===== src/rtl/datapath_run_ctrl.sv =====
// Start/reset/run/dump sequencer for the single-cycle core; the dump is a valid/ready record stream.
// Optional macro RUN_CTRL_PC_TRACE_EN: emit a PC record every RUN cycle, with backpressure stalling the core.
module datapath_run_ctrl #(
  parameter int unsigned CYCLE_LIMIT  = 64,
  parameter int unsigned RESET_CYCLES = 1,
  parameter logic [31:0] MEM_BASE     = 32'h4000,
  parameter int unsigned MEM_WORDS    = 4
) (
  input  logic        clk,
  input  logic        reset,
  input  logic        start,
  output logic        core_reset,
  output logic        core_en,
  input  logic [31:0] inst,
  input  logic [31:0] pc,
  output logic [4:0]  rf_raddr,
  input  logic [31:0] rf_rdata,
  output logic [31:0] mem_raddr,
  input  logic [31:0] mem_rdata,
  output logic        dump_valid,
  input  logic        dump_ready,
  output logic [1:0]  dump_kind,
  output logic [31:0] dump_data,
  output logic        busy,
  output logic        done,
  output logic [1:0]  halt_cause
);
  localparam int CW = $clog2(CYCLE_LIMIT + 1);
  localparam int RW = $clog2(RESET_CYCLES + 1);
  localparam int MW = ($clog2(MEM_WORDS) > 5) ? $clog2(MEM_WORDS) : 5;

  typedef enum logic [2:0] {
    S_IDLE, S_RESET, S_RUN, S_DUMP_REG, S_DUMP_MEM, S_DONE
  } state_e;

  state_e        state_q, state_d;
  logic [CW-1:0] cnt_q, cnt_d;
  logic [RW-1:0] rcnt_q, rcnt_d;
  logic [MW-1:0] idx_q, idx_d;
  logic [1:0]    hc_q, hc_d;

  always_ff @(posedge clk or negedge reset) begin
    if (!reset) begin
      state_q <= S_IDLE;
      cnt_q   <= '0;
      rcnt_q  <= '0;
      idx_q   <= '0;
      hc_q    <= 2'd0;
    end else begin
      state_q <= state_d;
      cnt_q   <= cnt_d;
      rcnt_q  <= rcnt_d;
      idx_q   <= idx_d;
      hc_q    <= hc_d;
    end
  end

  assign halt_cause = hc_q;

  always_comb begin
    state_d    = state_q;
    cnt_d      = cnt_q;
    rcnt_d     = rcnt_q;
    idx_d      = idx_q;
    hc_d       = hc_q;
    core_reset = 1'b0;
    core_en    = 1'b0;
    dump_valid = 1'b0;
    dump_kind  = 2'd0;
    dump_data  = '0;
    rf_raddr   = '0;
    mem_raddr  = MEM_BASE;
    busy       = 1'b1;
    done       = 1'b0;
    case (state_q)
      S_IDLE, S_DONE: begin
        core_reset = 1'b1;
        busy       = 1'b0;
        done       = (state_q == S_DONE);
        if (start) begin
          state_d = S_RESET;
          cnt_d   = '0;
          rcnt_d  = '0;
          idx_d   = '0;
          hc_d    = 2'd0;
        end
      end
      S_RESET: begin
        core_reset = 1'b1;
        if (rcnt_q == RW'(RESET_CYCLES - 1)) state_d = S_RUN;
        else                                 rcnt_d  = rcnt_q + 1'b1;
      end
      S_RUN: begin
        dump_data = pc;
`ifdef RUN_CTRL_PC_TRACE_EN
        // The PC record is always presented; the core only steps when it is taken.
        dump_valid = 1'b1;
        core_en    = dump_ready && (inst != '0);
        if (dump_ready && (inst == '0)) begin
          hc_d    = 2'd1;
          state_d = S_DUMP_REG;
        end
`else
        core_en = (inst != '0);
        if (inst == '0) begin
          hc_d    = 2'd1;
          state_d = S_DUMP_REG;
        end
`endif
        if (core_en) begin
          cnt_d = cnt_q + 1'b1;
          if (cnt_d == CW'(CYCLE_LIMIT)) begin
            hc_d    = 2'd2;
            state_d = S_DUMP_REG;
          end
        end
      end
      S_DUMP_REG: begin
        dump_valid = 1'b1;
        dump_kind  = 2'd1;
        rf_raddr   = idx_q[4:0];
        dump_data  = rf_rdata;
        if (dump_ready) begin
          if (idx_q[4:0] == 5'd31) begin
            idx_d   = '0;
            state_d = S_DUMP_MEM;
          end else begin
            idx_d = idx_q + 1'b1;
          end
        end
      end
      S_DUMP_MEM: begin
        dump_valid = 1'b1;
        dump_kind  = 2'd2;
        mem_raddr  = MEM_BASE + 32'(idx_q);
        dump_data  = mem_rdata;
        if (dump_ready) begin
          if (idx_q == MW'(MEM_WORDS - 1)) state_d = S_DONE;
          else                             idx_d   = idx_q + 1'b1;
        end
      end
      default: state_d = S_IDLE;
    endcase
  end
endmodule


===== config.mk =====
export PLATFORM = sky130hd
export DESIGN_NAME = datapath_run_ctrl
export DESIGN_NICKNAME = d
export VERILOG_FILES = /design/src/rtl/datapath_run_ctrl.sv
export SDC_FILE = /design/constraint.sdc
export NUM_CORES = 1
export LEC_CHECK = 0
export ABC_AREA = 1
export ABC_CLOCK_PERIOD_IN_PS = 2700
export CAP_MARGIN = 20
export CORE_AREA = 3 3 85 87
export CTS_CLUSTER_SIZE = 12
export DETAILED_ROUTE_END_ITERATION = 8
export DIE_AREA = 0 0 88 90
export PLACE_DENSITY = 0.84
export SYNTH_ARGS = -nofsm -noshare
export SYNTH_HDL_FRONTEND = slang
export SYNTH_SLANG_ARGS = --single-unit

===== constraint.sdc =====
create_clock -name clk -period 2.7 [get_ports clk]
set_input_delay 0.405 -clock clk [delete_from_list [all_inputs] [get_ports clk]]
set_output_delay 0.405 -clock clk [all_outputs]
set_load 0.1 [all_outputs]

==> qor.csv, run 1 <==
metric,value,unit
Most common cell on crit path,buf_12,
DIE AREA,0.00792,mm^2
reg2reg start,state_q[0],
Gate power share,89.0,%
status,"complete, no violations",
Synth area leaders,"nand2_1 30%, dfrtp_1 21%, buf_4 9.8%",
register area share after synthesis,20.6,%
RSZ-0062 raised after global routing,false,
width of the chip,88,um
clock root cell,clkbuf_8,
gr ovfl total,0,
vias per cell,4.67,
Yosys warning total,0,
Setup TNS,0,ns
mean post-synth cell area,5.54,um^2
Core ar.,0.00642,mm^2
crit path DAT,1.92,ns
crit path cell chain,nor2_2 > nand2_4 > inv_2 > buf_12 > nand2_1 > nand3_1 > buf_12,
DP HPWL,7.50,mm
routed wire length,8.91,mm
Synth cell types,27,
clock share of power,3.5,%
antenna violation net count after detailed routing,0,
Leakage,1.91,nW
Layout fillers,553,
CP Max Fanout,22,
post-synthesis register bit count,17,
Critical path buffers and inverters,3,
first-pass GRT wire length,13.6,mm
I/O Buffers,182,
crit path capture,dump_data[17],
DR vias,2915,
Tcrit/Tclk final,86.2,%
FF-to-FF End,state_q[2],
CTS tree,done,
worst slew pin tran,0.791,ns
Pint,2.01,mW
TritonCTS Buffers,3,
Crit-path slowest cell,dfrtp_1,
Top Family by Delay on Critical Path,buffers and inverters,
CP max stage delay,0.46,ns
setup bufs post-CTS,0,
clock tree buffer depth,2,
WL/cell,14.3,um
Starting DRT DRC Count,86,
Flop pwr share,7.5,%
Startpoint Class,flop,
switching share of power,64.9,%
final worst path period need,2.33,ns
Stages on worst setup path,7,
final setup fails,0,
die height,90,um
CP Capture Type,output port,
Synth area leader,nand2_1,
MaxCap Viol Count,0,
met1 WL,3.29,mm
fin area,0.00420,mm^2
kind of critical path,flop to output port,
Power Dens Cells,1360,mW/mm^2
Syn Inst Count,372,
drt pass-1 iters,4,
Fmax,0.430,GHz
top sig layer,met4,
WL met3,706,um
largest net degree at the start of global routing,37,
Final nets,684,
post-CTS sizing,0,
Rows,29,
clk sink count,17,
synth-to-layout area growth,104,%
worst clock skew,0.00504,ns
Remaining DRCs,0,
hold path depth,2,
Crit path required time,2.30,ns
worst vdd ir,955,uV
Post-Syn Area,0.00206,mm^2
DR WL met2,4.64,mm
Net Switching,3.71,mW
hold crit path type,flop to flop,
num ports,210,
register clock-pin slew on the reported worst setup and hold paths,0.07,ns
r2r setup slk,0.85,ns
top-area cell type share of the netlist area,29.5,%
initial core utilization,32.1,%
Worst-Skew Late Latency,0.26,ns
share of cells above drive strength 1,12.4,%
RD Place Congestion,0.851,
DP Area,0.00416,mm^2
worst setup path startpoint,state_q[0],
Hold Buf Count CTS,0,
maximum level of the CTS H-tree,1,
number of global-route vias before repair,2805,
Slew HR,47.1,%
Max Transition Viols Final,0,
Worst R2R Path Depth,9,
initial antenna violation count,0,
Final Hold Fails,0,
Overall Global Routing Usage,21.3,%
Inserted Diodes,0,
[synthesized netlist by cell type (all sizes together)]
cell type  instances
a21oi              6
buf               33
clkbuf             5
conb               2
dfrtp             17
ha                 4
inv               24
nand2            163
nand3             38
nand3b             2
nand4              1
nor2              52
nor3               2
o21a               1
o21ai             20
xor2               2
[per-layer routing]
metal | GRT usage (%) | vias up
li1 | - | 1459
met1 | 23.8 | 1294
met2 | 38.9 | 142
met3 | 3.84 | 20
met4 | 7.93 | 0
met5 | 0 | -
[cells by family after synthesis]
kind of cell | synth area share [%]
AO/OA/AOI/OAI | 7.04
adder cells (fa/ha/maj) | 2.43
other | 0.364
flip-flops | 20.6
buffers and inverters | 17.0
XOR/XNOR | 0.850
AND/OR/NAND/NOR | 51.7
[worst reg2reg max path: cells and delay by family (launching register included)]
family	cells	cell delay, ns
buf+inv	2	0.50
flops	1	0.46
simple gates	5	0.60
compound gates	2	0.18
[power by group through the flow]
stage	clock, mW	combinational [mW]	sequential, mW
after floorplan	0	3.37	0.412
after global placement	0	5.06	0.425
after detailed placement	0	5.11	0.430
after CTS	0.203	5.12	0.427
after global routing	0.211	5.31	0.442
final	0.198	5.09	0.430
[cells in the final DEF (no fill, tap or decap), types with 3 or more instances in the layout]
cell             instances
a21oi_1                  5
buf_12                  36
buf_4                   17
clkbuf_8                 3
clkdlybuf4s50_1        131
conb_1                  27
dfrtp_1                 17
ha_1                     4
inv_1                   21
nand2_1                162
nand3_1                 37
nor2_1                  49
nor2_2                   3
o21ai_0                 18
[how the worst min path moves through the flow]
stage,startpoint,slack [ns],to
after global routing,halt_cause[0],0.58,halt_cause[0]
after global placement,cnt_q[6],0.50,cnt_q[6]
final,cnt_q[6],0.56,cnt_q[6]
after floorplan,reset,0.11,cnt_q[0]
after detailed placement,cnt_q[6],0.53,cnt_q[6]
after CTS,cnt_q[6],0.55,cnt_q[6]
[area by class of cell]
class                      count  area [um^2]  area share [%]
multi-input combinational    318         1380            32.9
inverter                      24         92.6            2.20
tap                           77         96.3            2.29
clock inverter                 1         5.00           0.119
timing repair buffer         184         2160            51.4
clock buffer                   3         41.3           0.983
sequential                    17          425            10.1
[through the flow]
| step | total power, mW | hold slack [ns] | setup WS [ns] | utilization, % | instances |
|---|---|---|---|---|---|
| 2_1_floorplan | 3.78 | 0.109 | 0.119 | - | 397 |
| 3_3_place_gp | 5.48 | 0.498 | 0.516 | 64.7 | 620 |
| 3_5_place_dp | 5.54 | 0.533 | 0.463 | 64.7 | 620 |
| 4_1_cts | 5.75 | 0.553 | 0.364 | 65.4 | 624 |
| 5_1_grt | 5.97 | 0.579 | 0.251 | 65.4 | 624 |
| 6_report | 5.72 | 0.557 | 0.372 | 65.4 | 624 |
[sequential cells by signal, summed over array words and instances (netlist names)]
signal      flops
idx_q           5
halt_cause      2
state_q         3
cnt_q           7
(Power assumes the default switching activity.)
==> run 2, diff against run 1 <==
PLACE_DENSITY = 0.81   (was 0.84)
RECOVER_POWER = 25   (was default)
==> run 2 against run 1 <==
Net effect:
- non-clock buffer count is 1 higher
- register-to-register slack got worse by 0.19 ns
- wire length decreased by 5.5%
- combinational power shrank 1%
- cell count grew 0.16%
- sequential share of layout area is 0.061 points higher
- flip-flop and latch count stayed put
- global-route usage shrank 1.1 points
- count of clock-buffer cells in the layout is the same
- fmax is 4.2% lower
- clock power is essentially flat
- setup slack worse by 0.10 ns
==> qor.csv, run 2 (same netlist as run 1, synthesis figures left out) <==
metric,value,unit
CTS tree,done,
die height,90,um
number of global-route vias before repair,2660,
WL met3,881,um
Leakage,1.90,nW
Slew HR,21.9,%
top sig layer,met4,
Gate power share,89.0,%
Max Transition Viols Final,0,
Worst-Skew Late Latency,0.26,ns
initial antenna violation count,0,
Startpoint Class,flop,
initial core utilization,32.1,%
post-CTS sizing,0,
Core ar.,0.00642,mm^2
Setup TNS,0,ns
DR WL met2,4.34,mm
largest reg by FF count,cnt_q,
final worst path period need,2.43,ns
crit path DAT,2.02,ns
most frequent cells in the layout,"162 x nand2_1, 129 x clkdlybuf4s50_1, 49 x nor2_1",
Layout fillers,575,
Net Switching,3.68,mW
RD Place Congestion,0.833,
registers with the most flip-flops,"cnt_q (7), idx_q (5), state_q (3)",
vias per cell,4.54,
MaxCap Viol Count,0,
DIE AREA,0.00792,mm^2
maximum level of the CTS H-tree,1,
max reg flops,7,
Final Hold Fails,0,
synth-to-layout area growth,103,%
Starting DRT DRC Count,103,
worst slew pin tran,1.18,ns
clock share of power,3.5,%
clock tree buffer depth,2,
final setup fails,0,
DP HPWL,7.16,mm
"Core Util, Final",65.0,%
hold crit path type,flop to flop,
CP Max Fanout,23,
FF/Latch Area,425,um^2
largest net degree at the start of global routing,37,
register clock-pin slew on the reported worst setup and hold paths,0.07,ns
status,"complete, no violations",
worst vdd ir,1110,uV
routed wire length,8.43,mm
setup bufs post-CTS,0,
width of the chip,88,um
met1 WL,3.07,mm
clk sink count,17,
TritonCTS Buffers,3,
share of cells above drive strength 1,12.2,%
Rows,29,
Final nets,685,
Remaining DRCs,0,
DR vias,2839,
"commonest non-fill, non-tap cell in the layout",nand2_1,
CP Capture Type,output port,
Inserted Diodes,0,
I/O Buffers,182,
Tcrit/Tclk final,90.0,%
Power Dens Cells,1360,mW/mm^2
worst clock skew,0.00304,ns
Pint,1.99,mW
antenna violation net count after detailed routing,0,
Multi-input gate area,0.00138,mm^2
Flop pwr share,7.5,%
Overall Global Routing Usage,20.2,%
kind of critical path,flop to output port,
WL/cell,13.5,um
drt pass-1 iters,4,
clock root cell,clkbuf_8,
first-pass GRT wire length,13.0,mm
Fmax,0.412,GHz
RSZ-0062 raised after global routing,false,
switching share of power,64.9,%
gr ovfl total,0,
Hold Buf Count CTS,0,
num ports,210,
Crit path required time,2.30,ns
-- run 2: area by class of cell --
type                    count  share of cell area (%)
inverters                  24                    2.22
clock inverters             1                   0.120
flip-flops and latches     17                    10.2
multi-input cells         318                    33.1
well taps                  77                    2.31
clock buffers               3                   0.989
repair buffers            185                    51.1
-- run 2: stage by stage --
| stage | setup WS, ns | cell area (um^2) | power (mW) | hold WS (ns) | std cells |
|---|---|---|---|---|---|
| after CTS | 0.215 | 4180 | 5.71 | 0.526 | 625 |
| after global routing | 0.131 | 4180 | 5.93 | 0.557 | 625 |
| after floorplan | 0.119 | 2160 | 3.78 | 0.109 | 397 |
| final | 0.271 | 4180 | 5.67 | 0.518 | 625 |
| after detailed placement | 0.490 | 4140 | 5.50 | 0.509 | 621 |
| after global placement | 0.536 | 4140 | 5.46 | 0.500 | 621 |
-- run 2: routing by layer --
layer,GRT usage [%],vias to the layer above
met5,0,-
met3,5.21,13
li1,-,1461
met1,22.3,1245
met2,37.3,120
met4,5.24,0
-- run 2: critical path: stages, from the launching register on --
cell and delay, ns:
dfrtp_1 0.46, inv_1 0.10, nand2_1 0.09, nor2_2 0.31, buf_4 0.33, nand2_1 0.13
nand3_1 0.15, buf_12 0.19
-- run 2: final timing paths --
path / from / to / slack (ns) / cells past startpoint
max in group asynchronous: reset / idx_q[1] / 1.54 / 1
min in group asynchronous: reset / cnt_q[1] / 0.67 / 1
hold / removal: cnt_q[6] / cnt_q[6] / 0.52 / 2
setup / recovery: state_q[0] / dump_data[29] / 0.27 / 7
hold reg to reg: cnt_q[6] / cnt_q[6] / 0.52 / 2
setup reg to reg: state_q[0] / idx_q[4] / 0.66 / 10
-- run 2: power by group through the flow --
stage | combinational (mW) | clock [mW] | sequential (mW)
detailed placement | 5.07 | 0 | 0.429
global route | 5.27 | 0.216 | 0.442
finish | 5.04 | 0.198 | 0.426
global placement | 5.03 | 0 | 0.425
CTS | 5.08 | 0.208 | 0.425
floorplan | 3.37 | 0 | 0.412
